<file path="src/rtl/cmos_frame_writer.sv">
// Camera-capture write engine: synchronises the raw CMOS sensor bus into clk_i,
// packs bytes into pixels and writes whole frames into single or double-buffered VRAM.
module cmos_frame_writer #(
    parameter int H_ACTIVE        = 320,
    parameter int V_ACTIVE        = 240,
    parameter int BYTES_PER_PIXEL = 2,
    parameter int NUM_BUFFERS     = 2,
    localparam int PIXEL_WIDTH    = 8 * BYTES_PER_PIXEL,
    localparam int FRAME_PIXELS   = H_ACTIVE * V_ACTIVE,
    localparam int ADDR_WIDTH     = $clog2(FRAME_PIXELS * NUM_BUFFERS)
) (
    input  logic                   clk_i,
    input  logic                   reset_i,
    input  logic                   enable_i,
    input  logic                   pclk_cmos_i,
    input  logic                   vsync_cmos_i,
    input  logic                   href_cmos_i,
    input  logic [7:0]             pixel_data_cmos_i,
    output logic                   wr_en_o,
    output logic [ADDR_WIDTH-1:0]  wr_addr_o,
    output logic [PIXEL_WIDTH-1:0] wr_data_o,
    output logic                   rd_buffer_o,
    output logic                   frame_done_o,
    output logic                   frame_error_o,
    output logic [15:0]            frame_count_o
);

    localparam int CNT_W = $clog2(FRAME_PIXELS + 1);

    typedef enum logic [1:0] {
        ST_WAIT_VSYNC,
        ST_BLANK,
        ST_ACTIVE
    } state_t;

    state_t state, state_next;

    logic [2:0]             pclk_s;
    logic [2:0]             vsync_s;
    logic [2:0]             href_s;
    logic [7:0]             data_s1, data_s2;
    logic                   pclk_rise, vsync_rise, vsync_fall, href_fall;
    logic                   start_frame, end_frame, capture;
    logic [CNT_W-1:0]       pixel_cnt;
    logic [1:0]             byte_phase;
    logic                   overflow;
    logic [PIXEL_WIDTH-1:0] pixel_sr, sr_next;
    logic [ADDR_WIDTH-1:0]  buf_base;
    logic                   wbuf;

    // Index 1 is the second sync stage; index 2 is the previous value for edge detection.
    always_ff @(posedge clk_i or posedge reset_i) begin
        if (reset_i) begin
            pclk_s  <= '0;
            vsync_s <= '0;
            href_s  <= '0;
            data_s1 <= '0;
            data_s2 <= '0;
        end else begin
            pclk_s  <= {pclk_s[1:0], pclk_cmos_i};
            vsync_s <= {vsync_s[1:0], vsync_cmos_i};
            href_s  <= {href_s[1:0], href_cmos_i};
            data_s1 <= pixel_data_cmos_i;
            data_s2 <= data_s1;
        end
    end

    assign pclk_rise  = pclk_s[1] & ~pclk_s[2];
    assign vsync_rise = vsync_s[1] & ~vsync_s[2];
    assign vsync_fall = ~vsync_s[1] & vsync_s[2];
    assign href_fall  = ~href_s[1] & href_s[2];

    always_ff @(posedge clk_i or posedge reset_i) begin
        if (reset_i) begin
            state <= ST_WAIT_VSYNC;
        end else begin
            state <= state_next;
        end
    end

    always_comb begin
        state_next  = state;
        start_frame = 1'b0;
        end_frame   = 1'b0;
        case (state)
            ST_WAIT_VSYNC: begin
                if (vsync_rise) state_next = ST_BLANK;
            end
            ST_BLANK: begin
                if (vsync_fall && enable_i) begin
                    state_next  = ST_ACTIVE;
                    start_frame = 1'b1;
                end
            end
            ST_ACTIVE: begin
                if (vsync_rise) begin
                    state_next = ST_BLANK;
                    end_frame  = 1'b1;
                end
            end
            default: state_next = ST_WAIT_VSYNC;
        endcase
    end

    // A vsync edge in the same cycle wins over the byte strobe.
    assign capture  = (state == ST_ACTIVE) && !vsync_rise && pclk_rise && href_s[1];
    assign sr_next  = (pixel_sr << 8) | PIXEL_WIDTH'(data_s2);
    assign wbuf     = (NUM_BUFFERS == 2) ? ~rd_buffer_o : 1'b0;
    assign buf_base = wbuf ? ADDR_WIDTH'(FRAME_PIXELS) : '0;

    always_ff @(posedge clk_i or posedge reset_i) begin
        if (reset_i) begin
            wr_en_o       <= 1'b0;
            wr_addr_o     <= '0;
            wr_data_o     <= '0;
            rd_buffer_o   <= 1'b0;
            frame_done_o  <= 1'b0;
            frame_error_o <= 1'b0;
            frame_count_o <= '0;
            pixel_cnt     <= '0;
            byte_phase    <= '0;
            overflow      <= 1'b0;
            pixel_sr      <= '0;
        end else begin
            wr_en_o       <= 1'b0;
            frame_done_o  <= 1'b0;
            frame_error_o <= 1'b0;
            if (start_frame) begin
                pixel_cnt  <= '0;
                byte_phase <= '0;
                overflow   <= 1'b0;
            end else if (end_frame) begin
                if (pixel_cnt == CNT_W'(FRAME_PIXELS) && !overflow) begin
                    frame_done_o  <= 1'b1;
                    frame_count_o <= frame_count_o + 16'd1;
                    if (NUM_BUFFERS == 2) rd_buffer_o <= ~rd_buffer_o;
                end else begin
                    frame_error_o <= 1'b1;
                end
            end else if (capture) begin
                pixel_sr <= sr_next;
                if (byte_phase == 2'(BYTES_PER_PIXEL - 1)) begin
                    byte_phase <= '0;
                    if (pixel_cnt == CNT_W'(FRAME_PIXELS)) begin
                        overflow <= 1'b1;
                    end else begin
                        wr_en_o   <= 1'b1;
                        wr_addr_o <= buf_base + ADDR_WIDTH'(pixel_cnt);
                        wr_data_o <= sr_next;
                        pixel_cnt <= pixel_cnt + 1'b1;
                    end
                end else begin
                    byte_phase <= byte_phase + 2'd1;
                end
            end else if (href_fall) begin
                byte_phase <= '0;
            end
        end
    end

endmodule

</file>
<file path="config.mk">
export PLATFORM = sky130hd
export DESIGN_NAME = cmos_frame_writer
export DESIGN_NICKNAME = d
export VERILOG_FILES = /design/src/rtl/cmos_frame_writer.sv
export SDC_FILE = /design/constraint.sdc
export NUM_CORES = 1
export LEC_CHECK = 0
export BUFFER_PORTS_ARGS = -buffer_cell sky130_fd_sc_hd__buf_4
export CAP_MARGIN = 20
export CORE_MARGIN = 2
export CORE_UTILIZATION = 60
export CTS_CLUSTER_DIAMETER = 150
export DETAILED_ROUTE_END_ITERATION = 6
export PLACE_DENSITY = 0.88
export SLEW_MARGIN = 20
export SYNTH_ARGS = -nofsm -noshare
export SYNTH_HDL_FRONTEND = slang
export SYNTH_SLANG_ARGS = --single-unit
</file>
<file path="constraint.sdc">
create_clock -name clk_i -period 7.85 [get_ports clk_i]
set_input_delay 1.57 -clock clk_i [delete_from_list [all_inputs] [get_ports clk_i]]
set_output_delay 1.57 -clock clk_i [all_outputs]
set_load 0.02 [all_outputs]
</file>
# == Yosys cells after proc, flatten, opt, wreduce, memory -nomap -nowiden ==
# Cells that the tools add are included.
# Widths: inputs -> output; s select.
# totals
wordCells,96
in_bits,14
out_inout_bits,54
register_bits,109
# classes
mux,34
n_addsub,4
reduce_logical,20
n_eq_ne,8
n_bitwise,13
# op_table
operator,n
$mux 17,6
$mux 1,20
$add 17x17->18,1
$add 17x1->17 const B,1
$eq 17x17->1 const B,1
$add 16x1->16 const B,1
$or 16x8->16,1
$mux 2,7
$not 1->1,8
$reduce_and 4->1,2
$ne 2x2->1 const B,3
$reduce_and 3->1,2
$reduce_bool 2->1,3
$logic_and 1x1->1,5
$reduce_and 5->1,1
$and 1x1->1,4
$eq 2x1->1 const B,2
$pmux 2 s2,1
$reduce_and 2->1,2
$reduce_bool 3->1,1
$add 2x1->2 const B,1
$eq 2x2->1 const B,1
$logic_not 1->1,2
$logic_not 2->1,1
2 further kinds,2

# == Depth between registers and ports, before layout ==
# Gate-level depths: netlist of run 1.
# logic_depth
ltp_word,9
mapped_depth,10

# == Worst setup path before layout of run 1 ==
# Ideal clock, no wire load.
# synth_timing
kind,in2reg
startpoint,input port enable_i
endpoint,register pixel_cnt[5]
arrival_ns,2.468
slack_ns,5.258
n_path_buf,1
cell_stages,5
t_required_ns,7.726
cell_sequence,and3b_1 > and3b_1 > a31oi_2 > buf_4 > a211o_1
# synth_between
elab_chain_len,5
elab_cells_between_ends,9
classes_between,eq/ne (2); mux (3); reduce/logical (4)
# synth_rtl
item,line_no,source
"start, declared",14,"input logic enable_i,"
$logic_and 1x1->1 *,90,if (vsync_fall && enable_i) begin
$mux 1 *,90,
$mux 1 *,85,case (state)
$ne 2x2->1 (no line) / $reduce_bool 2->1 (equally long branches),n/a,
$reduce_and 4->1 (no line),n/a,
"end signal, assigned",150,pixel_cnt <= pixel_cnt + 1'b1;
"end, declared",44,logic [CNT_W-1:0] pixel_cnt;
# Every way passes the cells marked *; elsewhere a longest branch is shown, timed or not.
# A chain may end at the register's enable or synchronous reset.

# == Final worst setup path of run 1 ==
# layout_timing
startpoint,register state[0]
endpoint,register pixel_cnt[16]
# layout_between
elab_chain_len,6
elab_cells_between_ends,13
classes_between,eq/ne (4); mux (3); reduce/logical (6)
# layout_rtl
item,line_no,source
"start, declared",36,"state_t state, state_next;"
"start signal, assigned",77,state <= state_next;
$eq 2x2->1,"85, 106",
$logic_and 1x1->1 (3 in a row),106,assign capture = (state == ST_ACTIVE) && !vsync_rise && pclk_rise && href_s[1];
$reduce_bool 2->1 (no line),n/a,
$reduce_and 4->1 (no line),n/a,
# Parallel ways exist; a longest one is shown, timed or not.

==> results of run 1 <==
[cells by family (layout without fill, tap and decap cells)]
group           count (synthesis)  after routing
compound gates                 49             49
fa+ha+maj                       8              8
simple gates                  172            172
mux                            10             10
buf+inv                        26             98
flops                         109            109
xor+xnor                       24             24
[per-stage QoR]
| stage | utilization | instance area (um^2) | hold slack, ps | setup slack (ps) |
|---|---|---|---|---|
| 2_1_floorplan | - | 4480 | 331 | 3410 |
| 3_3_place_gp | 0.696 | 5040 | 332 | 4860 |
| 3_5_place_dp | 0.696 | 5040 | 335 | 4800 |
| 4_1_cts | 0.725 | 5260 | 359 | 4940 |
| 5_1_grt | 0.725 | 5260 | 364 | 4720 |
| 6_report | 0.725 | 5260 | 355 | 4910 |
[cell usage in the layout, fill, tap and decap left out, types with 3 or more instances in the layout]
cell type  Yosys  final
dfrtp_1      109    109
nand2_1      100    100
buf_4          4     69
xnor2_1       18     18
o21ai_0       16     16
nand3_1       14     14
nor2_1        12     12
inv_1         12     11
clkbuf_8       0     11
mux2_2         8      8
a21oi_1        8      8
ha_1           7      7
nand4_1        6      6
or3_1          6      6
a21o_1         6      6
xor2_1         6      6
nor4_1         5      5
o21ai_1        5      5
o21bai_1       4      4
nor2b_1        3      3
nand3b_1       3      3
nor4_4         3      3
and3_1         3      3
[state kept, by name, summed over array words and instances (netlist names)]
signal and count:
frame_error_o 1, vsync_s 3, frame_done_o 1, byte_phase 2, href_s 3, wr_en_o 1, rd_buffer_o 1, pixel_cnt 17
wr_data_o 16, overflow 1, frame_count_o 16, data_s1 8, data_s2 8, pixel_sr 8, wr_addr_o 18, state 2
pclk_s 3
[final cells by class]
cell class / count / area share
Inverter: 13 / 0.00975
Clock inverter: 5 / 0.0124
Multi-Input combinational cell: 263 / 0.309
Timing Repair Buffer: 69 / 0.0985
Sequential cell: 109 / 0.518
Tap cell: 99 / 0.0235
Clock buffer: 11 / 0.0288
[worst max path at each step]
stage,start,endpoint
2_1_floorplan,reset_i,byte_phase[0]
6_report,state[0],pixel_cnt[16]
3_3_place_gp,enable_i,pixel_cnt[11]
4_1_cts,state[0],pixel_cnt[2]
5_1_grt,state[0],pixel_cnt[2]
3_5_place_dp,enable_i,pixel_cnt[11]
[critical path, stage by stage (launching register included)]
cell	delay, ps
dfrtp_1	440
nand2b_1	210
nor3_2	850
nand3_2	100
buf_4	360
inv_2	560
a21oi_1	170
o21ai_1	160
[per-layer routing]
metal | vias to the layer above | global-route usage | part of all wire
met2 | 80 | 0.341 | 0.50
li1 | 1468 | - | -
met1 | 1518 | 0.302 | 0.45
met4 | 0 | 0.0603 | 0.012
met3 | 11 | 0.0417 | 0.043
met5 | - | 0 | 0
[power by group through the flow]
stage	Combinational, mW	Clock [mW]	Sequential (mW)
after floorplan	0.0429	0	0.608
after global placement	0.0561	0	0.611
after detailed placement	0.0595	0	0.613
after CTS	0.0598	0.364	0.602
after global routing	0.0668	0.388	0.606
final	0.0586	0.358	0.602
==> reports/summary.md, run 1 <==
The critical path in this run is classified as reg2reg. The area growth from synthesis to final layout was 17.6%. The run gives 4910 ps as the slack of the worst reg-to-reg path. The tree is rooted in a clkbuf_8. The tools report the number of clock sinks as 109.

Registers take 0.00273 mm^2. Summing all multi-input logic gate instances after layout gives 0.00162 mm^2. After legalization and detailed placement, the total HPWL measured 5630 um. Average wire length per cell after detail routing: 14.4 um. The total of fill cells in the finished design was 500; the total power divided by cell area was 194 mW/mm^2.

Counting instances in the post-synthesis netlist gives the leading cell types as dfrtp_1 (109), nand2_1 (100), xnor2_1 (18). Share of the synthesized area in the top cell type: 0.609. For the fraction of the yosys area taken by sequential cells, the log shows 0.609.

The path class of the tightest hold or removal check is reg2reg. For the number of violations of the max-capacitance limit, the log shows 0. On the final layout, the worst clock skew is 11.4 ps.

For this run the aggregate overflow at the end of global routing stands at 0. The run gives 0 as the number of hold violations in the final report. The number of setup violations in the final report is 0. The worst register-to-register path ends at pixel_cnt[16]. The worst hold path begins at data_s1[2].

Buffers inserted to repair hold after CTS numbered 0. After detailed routing, the number of remaining DRC violations is 0. Subtracting the final worst setup slack from the clock period gives 2940 ps. The switching part of the total power is 0.236, and the number of DRC markers in iteration 0 is 246. The number of global-route vias before repair was 3056; the ratio of cells with drive above 1 in the final layout was 0.223.

The data arrival at the endpoint of the critical path came out at 3230 ps. The area share of fa/ha/maj cells after synthesis works out to 0.0240. The synthesized design contains 0 enable-type register cells. The count of cells in the finished layout, fillers not included, comes to 569.

The number of nets in the synthesized netlist is 420. The number of buffers added by the clock tree synthesis step is 9. Element type at the critical path start: a flip-flop. The share of synthesized registers carrying an async set or reset is 1.00, and the worst-case clock buffer depth is 2.

After floorplanning, the core was divided into 31 placement rows. The share of power burned in the clock network came out at 0.352. After synthesis the netlist holds a flip-flop and latch count of 109. During placement, the flow inserted port buffers numbering 67.

The number of pins with negative max-slew slack in the final report was 0. The starting utilization of the core area was 0.617; the total of cells resized after clock tree synthesis was 0. For the total standard cell area after synthesis, the log shows 0.00448 mm^2. The all-layer global routing usage is 0.213, and the number of top-level design ports is 68. The die covers 0.00817 mm^2. The maximum vdd ir drop is 0.000167 V. Clock-pin slew was measured on the worst setup and hold paths at 100 ps. The area share of and/or/nand/nor cells after synthesis is 0.200. In this run the critical register-to-register path is launched from state[0]. The maximum number of pins on one net before global-route repair was 66; the detail-routed via count per cell was 5.41.

Fmax: 340 MHz. Count of TritonRoute iterations in the first routing pass: 5. 0 antenna diodes ended up in the layout. TritonCTS built the clock tree. By area, the combinational part of the netlist is dominated by simple AND/OR/NAND/NOR gates. At the worst endpoint, the required time is 8140 ps. The sequential group share of total power is 0.591, and the switching power total is 0.241 mW. The cell count of the worst reg-to-reg path is 7. The number of stages on the worst hold path was 0; the die span in y was 90.4 um. At the end of routability-driven placement, the weighted congestion stood at 0.848. The clock tree synthesis step divided the H-tree into 3 levels. Ranked by total cell area, the synthesized netlist is headed by dfrtp_1 (61%), nand2_1 (8.4%), xnor2_1 (3.5%).

The synthesized-area fraction occupied by ao, oa, aoi and oai cells came out at 0.0668. Along the worst path, the maximum fanout reaches 65. dfrtp_1 is the most common cell in the netlist.

The worst slew margin relative to its limit was 0.296. The tools report the initial antenna violation count as 0. The routed layout has 3077 vias. At the pin with the least slew margin, the transition time is 1050 ps. For this design the static power due to leakage is 2.64 nW. After routing, the total negative slack on setup checks comes to 0 ps. Post-route clock period utilization: 0.375. For this run, the leading register cell type out of synthesis is dfrtp_1. The end of the worst hold path is data_s2[2].

The tools report the sum of routed wire length over all layers as 8180 um. The xor and xnor fraction of the mapped netlist area is 0.0470. The core region is 0.00725 mm^2. The synthesized area divided by synthesized cell count came out at 11.2 um^2. The combinational share of power is 0.057. Library cell occupying the most area in the post-synthesis netlist: dfrtp_1. In this run, placement finished with an instance count of 553. After layout, the design draws a total of 1.02 mW. The worst setup path is captured at a flip-flop. Synthesis handed over a netlist of 398 instances. The internal portion of the total power is 0.778 mW. The die is 90.4 um wide. Setup repair after global routing left no endpoint under its margin. The run finished with clean final reports. The multiplexer share of the synthesized area works out to 0.0249. The count of nets left with antenna violations once routing finished came out at 0. The total number of nets in the final design was 487. At the later pin of the worst-skew pair, clock insertion delay measures 370 ps.

The first global-routing pass estimated 14300 um of wire. Yosys printed 0 warnings. Buffers added to address setup during post-CTS repair amount to 0. The tools report the number of distinct library cells after synthesis as 51.
Power figures use the tool's default switching activity.
==> inputs of run 2 (changes only) <==
--- a/config.mk
+++ b/config.mk
@@ -5,13 +5,14 @@
 export SDC_FILE = /design/constraint.sdc
 export NUM_CORES = 1
 export LEC_CHECK = 0
+export ABC_AREA = 1
 export BUFFER_PORTS_ARGS = -buffer_cell sky130_fd_sc_hd__buf_4
 export CAP_MARGIN = 20
 export CORE_MARGIN = 2
-export CORE_UTILIZATION = 60
+export CORE_UTILIZATION = 52
 export CTS_CLUSTER_DIAMETER = 150
 export DETAILED_ROUTE_END_ITERATION = 6
-export PLACE_DENSITY = 0.88
+export PLACE_DENSITY = 0.8
 export SLEW_MARGIN = 20
 export SYNTH_ARGS = -nofsm -noshare
 export SYNTH_HDL_FRONTEND = slang
==> constraint.sdc (replaced) <==
create_clock -name clk_i -period 2.4 [get_ports clk_i]
set_input_delay 0.48 -clock clk_i [delete_from_list [all_inputs] [get_ports clk_i]]
set_output_delay 0.48 -clock clk_i [all_outputs]
set_load 0.02 [all_outputs]
==> reports/summary.md, run 2 <==
The run finished with clean final reports. The terminus of the critical flop-to-flop path is wr_addr_o[0]. Summing over every cut layer, the via total after detailed routing is 4006.

68 I/O pins were placed. The worst setup path is of the reg2reg kind. The worst min-delay path category is in2reg. After floorplanning, the core was divided into 35 placement rows. After detailed routing, the average wire length per cell comes to 12.5 um.

The most common cell after layout, fill and taps aside was nand2_1. The slew at the pin closest to its max-slew limit is 564 ps, and the cell count of the worst reg-to-reg path is 11. The tools report the end of the worst hold path as data_s1[6]. In this run the critical register-to-register path is launched from pixel_cnt[0]. The data arrival at the endpoint of the critical path came out at 2270 ps.

For the final database, setup skew stands at 15.5 ps. The switching part of the total power was 0.361. The maximum number of pins on one net before global-route repair is 110, and the number of port buffers is 67. In this run the static leakage power is 3.19 nW. The number of stages on the worst hold path is 1, and the number of DRC markers in iteration 0 is 203.

The number of setup violations in the final report was 0; the weighted congestion reported at the end of routability-driven placement was 0.893. After clock tree synthesis, the clock-pin slew on the worst setup and hold paths is 120 ps. The tools report the total area of multi-input combinational cells as 0.00198 mm^2. By area, the combinational part of the netlist is dominated by simple AND/OR/NAND/NOR gates.

For this run, design rule violations remaining after detail routing come to 0. In this run the power spent charging and discharging nets is 1.60 mW. The multiplexer share of the synthesized area works out to 0.

The combinational share of power was 0.230. The filler cells instantiated in the layout total 798. By area the synthesized netlist is led by dfrtp_1 (54%), nand2_1 (20%), nand3_1 (4.4%). The tools report the element type at the critical path start as a flip-flop.

The chip width was 102 um. The floorplan step set the die height to 102 um. STA classifies the critical path endpoint as a flip-flop. In this run the most critical hold path is launched from pixel_data_cmos_i[6]. Compared with the post-synthesis result, the final layout area differs by 15.5%. The area share of and/or/nand/nor cells after synthesis is 0.312.

After layout, the minimum clock period comes to 2000 ps. The run gives 0.205 as the all-layer global routing usage. The clock net in this run drives a total of 109 sinks. The sequential group share of total power is 0.516. For this run, the leading register cell type out of synthesis is dfrtp_1. The area share of fa/ha/maj cells after synthesis was 0.0214. In this run, synthesis inferred 0 flip-flops with an integrated enable. Along the worst path, the maximum fanout reaches 23. The first detailed-routing pass took 4 iterations. Setup repair after global routing left no endpoint under its margin.

The overflow left after global routing was 0. The initial antenna violation count is 0, and the remaining antenna violation count after routing is 0. The synthesized-area fraction occupied by ao, oa, aoi and oai cells is 0.0222. Register containing the most flip-flops in the final layout: wr_addr_o. In this run the number of H-tree levels came out at 3.

The xor and xnor fraction of the mapped netlist area is 0.0383. Post-route clock period utilization: 0.834. Beginning of the critical path: pixel_cnt[0].

The hold-fix buffer count after cts is 0, and the estimated wirelength of the detail-placed design is 7030 um. 0 antenna diodes ended up in the layout. The register with the most flip-flops in the layout has 18 of them. The run gives 0.543 as the fraction of the yosys area taken by sequential cells. Total power divided by cell area: 762 mW/mm^2. Share of the synthesized area in the top cell type: 0.543. The cell sitting at the root of the clock tree is a clkbuf_8. The tightest hold path in the finished design has a slack of 191 ps.

Synthesis instantiated 26 different standard cells from the library. The total of cells resized after clock tree synthesis was 0. In the synthesized netlist, the cells that appear most often are nand2_1 (264), dfrtp_1 (109), nor2_1 (45). The library cells used most frequently in the layout, excluding fill and tap cells, are nand2_1 (264), dfrtp_1 (109), buf_4 (69). The number of pins with negative max-slew slack in the final report was 0; the internal power was 2.83 mW. By instance count, the leading cell after synthesis is nand2_1.

VDD sags by at most 0.000411 V. Across all register-to-register paths, the minimum setup slack is 400 ps. Setup total negative slack on the finished layout was measured at 0 ps.

The Yosys step of the flow raised 0 warnings. In the final layout, the registers with the most flip-flops are wr_addr_o x18, pixel_cnt x17. In the routed layout, each cell is associated on average with a via count of 5.01.

The first global-routing pass estimated 17200 um of wire. The required time at the worst-slack endpoint came out at 2670 ps. The share of power burned in the clock network came out at 0.254. The tools report the number of hold violations in the final report as 0.

The ratio of cells with drive above 1 in the final layout works out to 0.146. Counting every instance in the synthesized netlist gives 606. The run gives 0 as the number of buffers inserted to repair setup after CTS.

TritonCTS built the clock tree. The number of global-route vias before repair came out at 3859. The tool flagged a number of max-cap violations equal to 0.

The fmax was 500 MHz; the overall die area was 0.0105 mm^2. For the total standard cell area after synthesis, the log shows 0.00503 mm^2. The placed cell count was 783; the worst slew margin relative to its limit was 0.624.

For this run, the number of standard cells in the final layout without fillers is 799. The sum of routed wire length over all layers came out at 9970 um. The biggest area contributor in the post-synthesis netlist is dfrtp_1. Synthesized area divided by synthesized cell count: 8.30 um^2.

The clock passes through at most 2 buffers. The share of synthesized registers carrying an async set or reset works out to 1.00. The tools report the total number of nets in the final design as 687. Clock tree synthesis inserted a total of 9 buffers. In the final layout, flip-flops and latches occupy 0.00273 mm^2.

The starting utilization of the core area was 0.539; the count of state elements after synthesis was 109. The total area inside the core boundary comes to 0.00933 mm^2. The number of nets handed over by synthesis was 628.

Source-to-sink clock delay at the later pin of the worst-skew pair: 380 ps.
==> run 2: cell count changes after synthesis, moves of 6 or more <==
cell     change
nand3_1     +30
xor2_1       +6
mux2_2       -8
nand2_1    +164
a21o_1       -6
buf_2       +10
xnor2_1      -8
or3_1        -6
nor2_1      +33
o21ai_0      -7
inv_1       +31
==> run 2: per-layer routing <==
layer | vias to the layer above | wire length, um | GRT usage
met1 | 1918 | 4610 | 0.282
li1 | 1989 | - | -
met4 | 0 | 146 | 0.0472
met3 | 11 | 451 | 0.0383
met5 | - | 0 | 0
met2 | 88 | 4760 | 0.340
==> run 2: how the worst max path moves through the flow <==
| stage | endpoint | cells past startpoint | slack [ps] |
|---|---|---|---|
| after floorplan | byte_phase[0] | 1 | 600 |
| after global placement | wr_addr_o[0] | 11 | 490 |
| after detailed placement | wr_addr_o[0] | 11 | 410 |
| after CTS | pixel_cnt[9] | 7 | 390 |
| after global routing | wr_addr_o[3] | 11 | 220 |
| final | wr_addr_o[0] | 11 | 400 |
==> run 2: per-stage QoR <==
step	area, um^2	total power [mW]	worst slack, ps	utilization
2_1_floorplan	5030	3.10	605	-
3_3_place_gp	5600	3.25	488	0.600
3_5_place_dp	5600	3.32	411	0.600
4_1_cts	5810	4.44	387	0.623
5_1_grt	5810	4.72	221	0.623
6_report	5810	4.42	399	0.623
==> run 2: layout make-up <==
cell class                 count  area share
clock buffer                   9      0.0213
clock inverter                 7      0.0153
inverter                      44      0.0291
multi-input combinational    430       0.341
sequential                   109       0.470
tap                          129      0.0278
timing repair buffer          71      0.0961
==> run 2: power by group through the flow <==
stage	clock [mW]	combinational, mW	sequential, mW
2_1_floorplan	0	0.918	2.19
3_3_place_gp	0	0.949	2.30
3_5_place_dp	0	1.00	2.31
4_1_cts	1.15	1.02	2.28
5_1_grt	1.22	1.18	2.32
6_report	1.12	1.02	2.28
==> run 2: critical path, stage by stage (launching register included) <==
cell and delay, ps:
dfrtp_1 410, inv_1 100, ha_1 220, inv_1 60, nor2_1 40, nand2_1 80
nor2_1 60, nand2_2 110, nand3_2 380, buf_12 320, nand2_1 60, o21ai_1 60
==> run 2: cells by family after synthesis <==
kind of cell / count (synthesis)
and+or+nand+nor: 378
buffers and inverters: 67
adders and majority gates: 8
xor gates and xnor gates: 22
DFF: 109
AOI/OAI and AO/OA: 22
